<file path="config.mk">
export PLATFORM = sky130hd
export DESIGN_NAME = regfile_access_arbiter
export DESIGN_NICKNAME = d
export VERILOG_FILES = /design/src/rtl/regfile_access_arbiter.sv
export SDC_FILE = /design/constraint.sdc
export NUM_CORES = 1
export LEC_CHECK = 0
export ABC_AREA = 0
export CAP_MARGIN = 20
export CELL_PAD_IN_SITES_DETAIL_PLACEMENT = 1
export CELL_PAD_IN_SITES_GLOBAL_PLACEMENT = 1
export CORE_MARGIN = 10
export CORE_UTILIZATION = 35
export CTS_BUF_LIST = sky130_fd_sc_hd__clkbuf_16
export CTS_CLUSTER_SIZE = 8
export DETAILED_ROUTE_END_ITERATION = 12
export PLACE_DENSITY_LB_ADDON = 0.1
export SYNTH_ARGS = -nofsm -noshare
export SYNTH_HDL_FRONTEND = slang
export SYNTH_SLANG_ARGS = --single-unit
</file>
<file path="constraint.sdc">
create_clock -name clk -period 4.9 [get_ports clk]
set_clock_uncertainty 0.2 [all_clocks]
set_input_delay 0.49 -clock clk [delete_from_list [all_inputs] [get_ports clk]]
set_output_delay 0.49 -clock clk [all_outputs]
set_load 0.005 [all_outputs]
</file>
<file path="src/rtl/regfile_access_arbiter.sv">
// Two-requester round-robin front end for a single register-file read/write port
// pair. In IDLE a winner is picked combinationally. Its command is registered and
// issued to the register file for one cycle. Read data is returned one cycle later
// with a valid pulse.
module regfile_access_arbiter #(
    parameter int DATA_WIDTH = 16,
    parameter int ADDR_WIDTH = 3,
    parameter int PROTECT_R0 = 0
) (
    input  logic                  clk,
    input  logic                  rst,
    input  logic                  req_a,
    input  logic                  req_b,
    input  logic                  we_a,
    input  logic                  we_b,
    input  logic [ADDR_WIDTH-1:0] addr_a,
    input  logic [ADDR_WIDTH-1:0] addr_b,
    input  logic [DATA_WIDTH-1:0] wdata_a,
    input  logic [DATA_WIDTH-1:0] wdata_b,
    output logic                  gnt_a,
    output logic                  gnt_b,
    output logic                  rvalid_a,
    output logic                  rvalid_b,
    output logic [DATA_WIDTH-1:0] rdata_a,
    output logic [DATA_WIDTH-1:0] rdata_b,
    output logic                  rf_read_enable,
    output logic                  rf_write_enable,
    output logic [ADDR_WIDTH-1:0] rf_read_addr,
    output logic [ADDR_WIDTH-1:0] rf_write_addr,
    output logic [DATA_WIDTH-1:0] rf_write_data,
    input  logic [DATA_WIDTH-1:0] rf_read_data
);

    typedef enum logic [1:0] {IDLE, ISSUE, RESP} state_t;

    state_t                state;
    logic                  ptr;      // 0: A favoured on a tie, 1: B favoured
    logic                  cmd_id;   // 0: A owns the command in flight, 1: B
    logic                  pick_b;
    logic                  sel_we;
    logic [ADDR_WIDTH-1:0] sel_addr;
    logic [DATA_WIDTH-1:0] sel_wdata;
    logic                  wr_block;

    // B wins when it is the only requester or when both ask and the pointer favours B
    assign pick_b    = req_b && (!req_a || ptr);
    assign sel_we    = pick_b ? we_b    : we_a;
    assign sel_addr  = pick_b ? addr_b  : addr_a;
    assign sel_wdata = pick_b ? wdata_b : wdata_a;
    assign wr_block  = (PROTECT_R0 != 0) && (sel_addr == '0);

    // Grants are only offered in IDLE; gated by reset so outputs are 0 while held in reset
    assign gnt_a = rst && (state == IDLE) && req_a && !pick_b;
    assign gnt_b = rst && (state == IDLE) && pick_b;

    // Arbitration FSM with registered register-file controls and read return
    always_ff @(posedge clk or negedge rst) begin
        if (!rst) begin
            state           <= IDLE;
            ptr             <= 1'b0;
            cmd_id          <= 1'b0;
            rvalid_a        <= 1'b0;
            rvalid_b        <= 1'b0;
            rdata_a         <= '0;
            rdata_b         <= '0;
            rf_read_enable  <= 1'b0;
            rf_write_enable <= 1'b0;
            rf_read_addr    <= '0;
            rf_write_addr   <= '0;
            rf_write_data   <= '0;
        end else begin
            case (state)
                IDLE: begin
                    if (req_a || req_b) begin
                        cmd_id <= pick_b;
                        ptr    <= ~pick_b;
                        if (sel_we) begin
                            // A protected r0 write is still accepted, it just never strobes
                            rf_write_enable <= !wr_block;
                            rf_write_addr   <= sel_addr;
                            rf_write_data   <= sel_wdata;
                        end else begin
                            rf_read_enable <= 1'b1;
                            rf_read_addr   <= sel_addr;
                        end
                        state <= ISSUE;
                    end
                end
                ISSUE: begin
                    rf_read_enable  <= 1'b0;
                    rf_write_enable <= 1'b0;
                    if (rf_read_enable) begin
                        if (cmd_id) begin
                            rdata_b  <= rf_read_data;
                            rvalid_b <= 1'b1;
                        end else begin
                            rdata_a  <= rf_read_data;
                            rvalid_a <= 1'b1;
                        end
                        state <= RESP;
                    end else begin
                        state <= IDLE;
                    end
                end
                RESP: begin
                    rvalid_a <= 1'b0;
                    rvalid_b <= 1'b0;
                    state    <= IDLE;
                end
                default: state <= IDLE;
            endcase
        end
    end

endmodule

</file>
==> results.md, run 1 <==
- Layout cell share with drive strength beyond 1: 20.85%
- Min cycle time layout: 2952 ps
- Share of power burned in the clock network: 20.5%
- Sequential share of power: 35.9%
- CTS clock-pin slew for the worst setup and hold paths: 50 ps
- CTS tree: built
- Clock buffer count from CTS: 9
- Rows: 31
- H-tree Lvls: 3
- CTS resizes: 0
- Core area: 7292 sq um
- Die area: 11370 sq um
- Post-synth cell types: 31
- Clock sinks: 62
- Die width: 106.6 um
- Clk root buf: clkbuf_16
- Yosys warnings: 0
- Syn Std Cell Area: 2628 sq um
- F_max: 338.7 MHz
- Final net count: 363
- Ant diodes: 0
- Top cell type's share of synthesized area: 59.05%
- Hold crit path type: flop to flop
- Post-route ant nets: 0
- Syn Nets: 238
- Hold Vio Cnt, Final: 0
- Filler cell count: 776
- Area grow syn2layout: 57.43%
- Worst Tran Pin Value: 757.6 ps
- P_sw: 726.8 uW
- Final Slew Violations: 0
- Largest area contributor in the netlist: dfrtp_1
- Worst Setup End Kind: output port
- Sequential share of the synthesized area: 59.05%
- Tot Pwr: 2584 uW
- CP required: 4210 ps
- Number of remaining DRC errors: 0
- Comb pwr share: 43.6%
- Setup Viol. Count Final: 0
- Gpl congestion: 0.7455
- Switching Share: 28.13%
- Synth top area cells: dfrtp_1, mux2_2, o22a_1
- Kind of critical path: input pin to output port
- Largest net degree at the start of global routing: 60
- Power density cells: 624.6 nW/um^2
- Overflow left after global routing: 0
- Top Ports: 120
- Via density: 4.751
- CP Data Arrival Time: 2260 ps
- Max Cap Viol: 0
- Final WL: 7857 um
- Syn Inst Count: 178
- Outcome: completed
- Final setup TNS: 0 ps
- VDD IR-drop max: 275.2 uV
- Initial DRT Pass Iterations: 4
- CP Launch Type: input pin
- Int Power: 1857 uW
- DP HPWL: 5900 um
- Routed via count: 1929
- DRT iter0 DRCs: 34
- Syn avg cell area: 14.76 sq um
- Initial antenna violation count: 0
- Post-synth EDFFs: 0
- RSZ-0062 raised after global routing: no
- Worst skew pair latency: 320 ps
- Vias in the first global route: 2221
- Clock Tree Buf Depth: 2
- Seq cells post-synth: 62
- Global-route wire length before repair: 12450 um
- Top FF cell, synth: dfrtp_1
- Async set-or-reset flop fraction in the synthesized netlist: 100.0%
- Post-DR wirelength/cell: 19.35 um
- Final worst path period share: 60.25%
- Critical Path Fanout Max: 8
- Number of port buffers: 119
- Floorplan die height: 106.6 um
- Initial Util: 36.03%
- Rel. slew slack: 49.49%
- GRT Total Usage: 14.03%
- Leakage: 0.001691 uW
## stage by stage
| stage | area, sq um | worst slack (ps) | util, % | hold slack (ps) | cells |
|---|---|---|---|---|---|
| after detailed placement | 3876 | 1932 | 53.16 | 110.2 | 390 |
| after global routing | 4136 | 1759 | 56.73 | 301.9 | 406 |
| after global placement | 3876 | 1995 | 53.16 | 109.4 | 390 |
| after floorplan | 2628 | 3111 | - | -5.591 | 178 |
| after CTS | 4136 | 1917 | 56.73 | 284.7 | 406 |
| final | 4136 | 1948 | 56.73 | 277.8 | 406 |
## placed cells by master (no fill, tap or decap), drive strengths merged
master	netlist	layout
dlygate4sd3	0	1
clkinv	0	2
nor2	5	5
a21oi	2	2
a311oi	1	1
or2b	1	1
a21o	2	2
nor2b	2	2
a31oi	2	2
dfrtp	62	62
mux2	38	38
and4	1	1
o21a	19	19
a21bo	1	1
o22a	19	19
nor3	1	1
clkbuf	0	9
o21ai	1	1
clkdlybuf4s50	0	118
inv	2	6
nand2b	1	1
nand2	5	5
nand3	2	2
nand4	2	2
and2	2	2
buf	7	2
## power groups by stage
stage / clock network (uW) / registers, uW / logic (uW)
global placement: 0 / 922 / 1130
detailed placement: 0 / 935 / 1160
floorplan: 0 / 938 / 479
finish: 529 / 927 / 1130
global route: 573 / 966 / 1220
CTS: 548 / 932 / 1160
## final cells by class
| cell class | instances | area, sq um | area share [%] |
|---|---|---|---|
| repair buffers | 121 | 1204 | 29.10 |
| clock buffers | 9 | 225.2 | 5.445 |
| inverters | 2 | 7.507 | 0.1815 |
| multi-input cells | 107 | 999.7 | 24.17 |
| well taps | 99 | 123.9 | 2.995 |
| clock inverters | 6 | 25.02 | 0.6050 |
| flip-flops and latches | 62 | 1551 | 37.51 |
## worst max-delay path: stages
cell and delay (ps):
clkdlybuf4s50_1 650, nand2_1 240, nor3_1 230, and2_1 160, clkdlybuf4s50_1 500
## flip-flops by register name, indices dropped and copies added (netlist names)
register	cells
cmd_id	1
rf_write_addr	3
rvalid_b	1
rdata_a	16
state	2
rvalid_a	1
rdata_b	16
ptr	1
rf_write_enable	1
rf_write_data	16
rf_read_addr	3
rf_read_enable	1
## metal layers
layer | share of wire (%) | GRT usage, % | vias to the layer above | wire length (um)
met3 | 7.1 | 6.467 | 2 | 561
met4 | 0.29 | 3.482 | 0 | 23
met1 | 44 | 16.75 | 950 | 3477
met2 | 48 | 22.48 | 70 | 3794
met5 | 0 | 0 | - | 0
li1 | - | - | 907 | -
## path summary, 6_finish.rpt
| kind | cells past startpoint | from | slack, ps | end |
|---|---|---|---|---|
| setup / recovery | 5 | req_b | 1950 | gnt_b |
| hold / removal | 1 | rvalid_a | 280 | rvalid_a |
| setup reg to reg | 4 | state[0] | 2820 | rdata_a[8] |
| hold reg to reg | 1 | rvalid_a | 280 | rvalid_a |
| max in group asynchronous | 3 | rst | 3150 | rdata_b[5] |
| min in group asynchronous | 2 | rst | 400 | rf_write_data[8] |
## what timing repair did
action                    4_1_cts  5_1_grt
hold buffers                    1        0
hold endpoints to repair        3        0
buffers inserted                0        0
## cells in the mapped netlist, types with 2 or more instances
library cell,count
o22a_1,19
nand4_2,2
o21a_1,19
buf_6,3
nand2_1,4
nand3_1,2
buf_2,3
mux2_2,29
a31oi_1,2
nor2_1,4
mux2_4,9
dfrtp_1,62
inv_1,2
## logic make-up after synthesis
logic type | Yosys count | share of synthesized area (%)
buf+inv | 9 | 2.905
flops | 62 | 59.05
mux | 38 | 17.57
simple gates | 22 | 5.762
compound gates | 47 | 14.71
Note: power is estimated with default switching activity, not from simulation.
==> run 2: changes to the inputs <==
--- a/config.mk
+++ b/config.mk
@@ -10,7 +10,7 @@
 export CELL_PAD_IN_SITES_DETAIL_PLACEMENT = 1
 export CELL_PAD_IN_SITES_GLOBAL_PLACEMENT = 1
 export CORE_MARGIN = 10
-export CORE_UTILIZATION = 35
+export CORE_UTILIZATION = 29
 export CTS_BUF_LIST = sky130_fd_sc_hd__clkbuf_16
 export CTS_CLUSTER_SIZE = 8
 export DETAILED_ROUTE_END_ITERATION = 12
==> constraint.sdc (replaced) <==
create_clock -name clk -period 2.4 [get_ports clk]
set_clock_uncertainty 0.2 [all_clocks]
set_input_delay 0.24 -clock clk [delete_from_list [all_inputs] [get_ports clk]]
set_output_delay 0.24 -clock clk [all_outputs]
set_load 0.005 [all_outputs]
==> results.md, run 2 (synthesized netlist as in run 1, its figures left out) <==
- Outcome: completed
- Post-route ant nets: 0
- Worst reg2reg setup slack: 460 ps
- Reg2reg end: rdata_a[9]
- Final setup TNS: 0 ps
- Post-placement cell area: 3953 sq um
- Switching Share: 27.61%
- CTS clock-pin slew for the worst setup and hold paths: 50 ps
- CP required: 1960 ps
- VDD IR-drop max: 403.2 uV
- Initial DRT Pass Iterations: 4
- Sequential share of power: 34.7%
- Core area: 8763 sq um
- Setup Fix Bufs, Post-CTS: 0
- CP Data Arrival Time: 1770 ps
- Hold Crit Depth: 2
- DRT iter0 DRCs: 30
- Hold Crit Start: rvalid_b
- Clock sinks: 62
- P_sw: 1504 uW
- Share of power burned in the clock network: 22.2%
- Footprint of the multi-input gates: 1005 sq um
- Clock Tree Buf Depth: 2
- Die width: 115.2 um
- Hold WS: 269.6 ps
- RSZ-0062 raised after global routing: no
- Final net count: 370
- Routed via count: 1975
- Filler cell count: 908
- Largest net degree at the start of global routing: 63
- Final Slew Violations: 0
- Delay-heaviest family, CP: simple AND/OR/NAND/NOR gates
- Hold Vio Cnt, Final: 0
- R2R Path Start: state[0]
- Reg area: 1551 sq um
- Top Ports: 120
- Worst Tran Pin Value: 801.2 ps
- Worst Hold End: rvalid_b
- Critical Path Fanout Max: 6
- F_max: 452.9 MHz
- Clk root buf: clkbuf_16
- Max Cap Viol: 0
- CTS tree: built
- Largest regs: rdata_a x16, rdata_b x16, rf_write_data x16
- Rows: 34
- Die area: 13270 sq um
- Min cycle time layout: 2208 ps
- Initial Util: 29.98%
- Highest-count cells in the layout ignoring fill and taps: clkdlybuf4s50_1, dfrtp_1, mux2_2, o22a_1, o21a_1
- CP startpoint: state[0]
- Worst setup margin: 192.2 ps
- Worst skew pair latency: 310 ps
- CP Launch Type: flop
- Hold crit path type: flop to flop
- Overflow left after global routing: 0
- Reg2Reg Depth: 5
- Post-layout instance area: 4248 sq um
- Setup Viol. Count Final: 0
- Kind of critical path: flop to output port
- Leakage: 0.001729 uW
- Global-route wire length before repair: 12410 um
- Final worst path period share: 91.99%
- Place WS: 233.8 ps
- H-tree Lvls: 3
- Layout cell share with drive strength beyond 1: 23.57%
- Highest-delay cell along the critical path: clkdlybuf4s50_1
- GRT Total Usage: 11.91%
- Crit-path cells: nor2_2 > and4_1 > clkdlybuf4s50_1
- Area grow syn2layout: 61.67%
- Int Power: 3944 uW
- Number of port buffers: 119
- Largest stage delay, worst path: 500 ps
- Vias in the first global route: 2154
- Floorplan die height: 115.2 um
- Ant diodes: 0
- Final WL: 7867 um
- Gpl congestion: 0.7068
- Commonest non-fill, non-tap cell in the layout: clkdlybuf4s50_1
- Worst Setup End Kind: output port
- Rel. slew slack: 46.59%
- Number of remaining DRC errors: 0
- Clock buffer count from CTS: 9
- Power density cells: 1283 nW/um^2
- Comb pwr share: 43.0%
- Crit path buf inv count: 1
- Initial antenna violation count: 0
- DP HPWL: 5986 um
- Via density: 4.680
- Post-DR wirelength/cell: 18.64 um
run 2: power by group through the flow:
stage / Combinational (uW) / Clock [uW] / Sequential (uW)
final: 2340 / 1210 / 1890
after global routing: 2540 / 1300 / 1970
after CTS: 2410 / 1250 / 1900
after detailed placement: 2400 / 0 / 1910
after global placement: 2370 / 0 / 1900
after floorplan: 979 / 0 / 1920
run 2: worst register-to-register path: stages (launching register included):
cell     delay, ps
dfrtp_1        420
nor2b_2        210
and2_4         180
nor2b_4        270
buf_12         200
mux2_2         340
run 2: area by class of cell:
class | instances | share of cell area, %
sequential | 62 | 36.52
timing repair buffer | 128 | 29.87
multi-input combinational | 107 | 23.65
clock buffer | 9 | 5.302
tap | 108 | 3.181
clock inverter | 6 | 1.296
inverter | 2 | 0.1767
run 2: routing by layer:
| metal | GRT usage, % | wire, um | vias up |
|---|---|---|---|
| li1 | - | - | 925 |
| met1 | 15.09 | 3524 | 986 |
| met2 | 18.66 | 3787 | 59 |
| met3 | 4.427 | 493 | 5 |
| met4 | 3.218 | 62 | 0 |
| met5 | 0 | 0 | - |
run 2: worst max-delay path by stage:
stage | cells after the start | to
final | 3 | gnt_a
after global routing | 5 | gnt_b
after CTS | 5 | gnt_b
after detailed placement | 6 | gnt_b
after global placement | 6 | gnt_b
after floorplan | 6 | rdata_a[0]
run 2: timing repair:
item	CTS	global route
hold endpoints to repair	62	0
gates resized for setup	0	1
endpoints found under the setup margin	0	1
hold buffers	1	0
run 2: per-stage QoR:
stage                     utilization (%)  cells  total power [uW]
after floorplan                         -    178              2895
after CTS                           48.42    422              5561
after detailed placement            45.10    406              4310
after global routing                48.47    422              5811
final                               48.47    422              5448
after global placement              45.10    406              4273
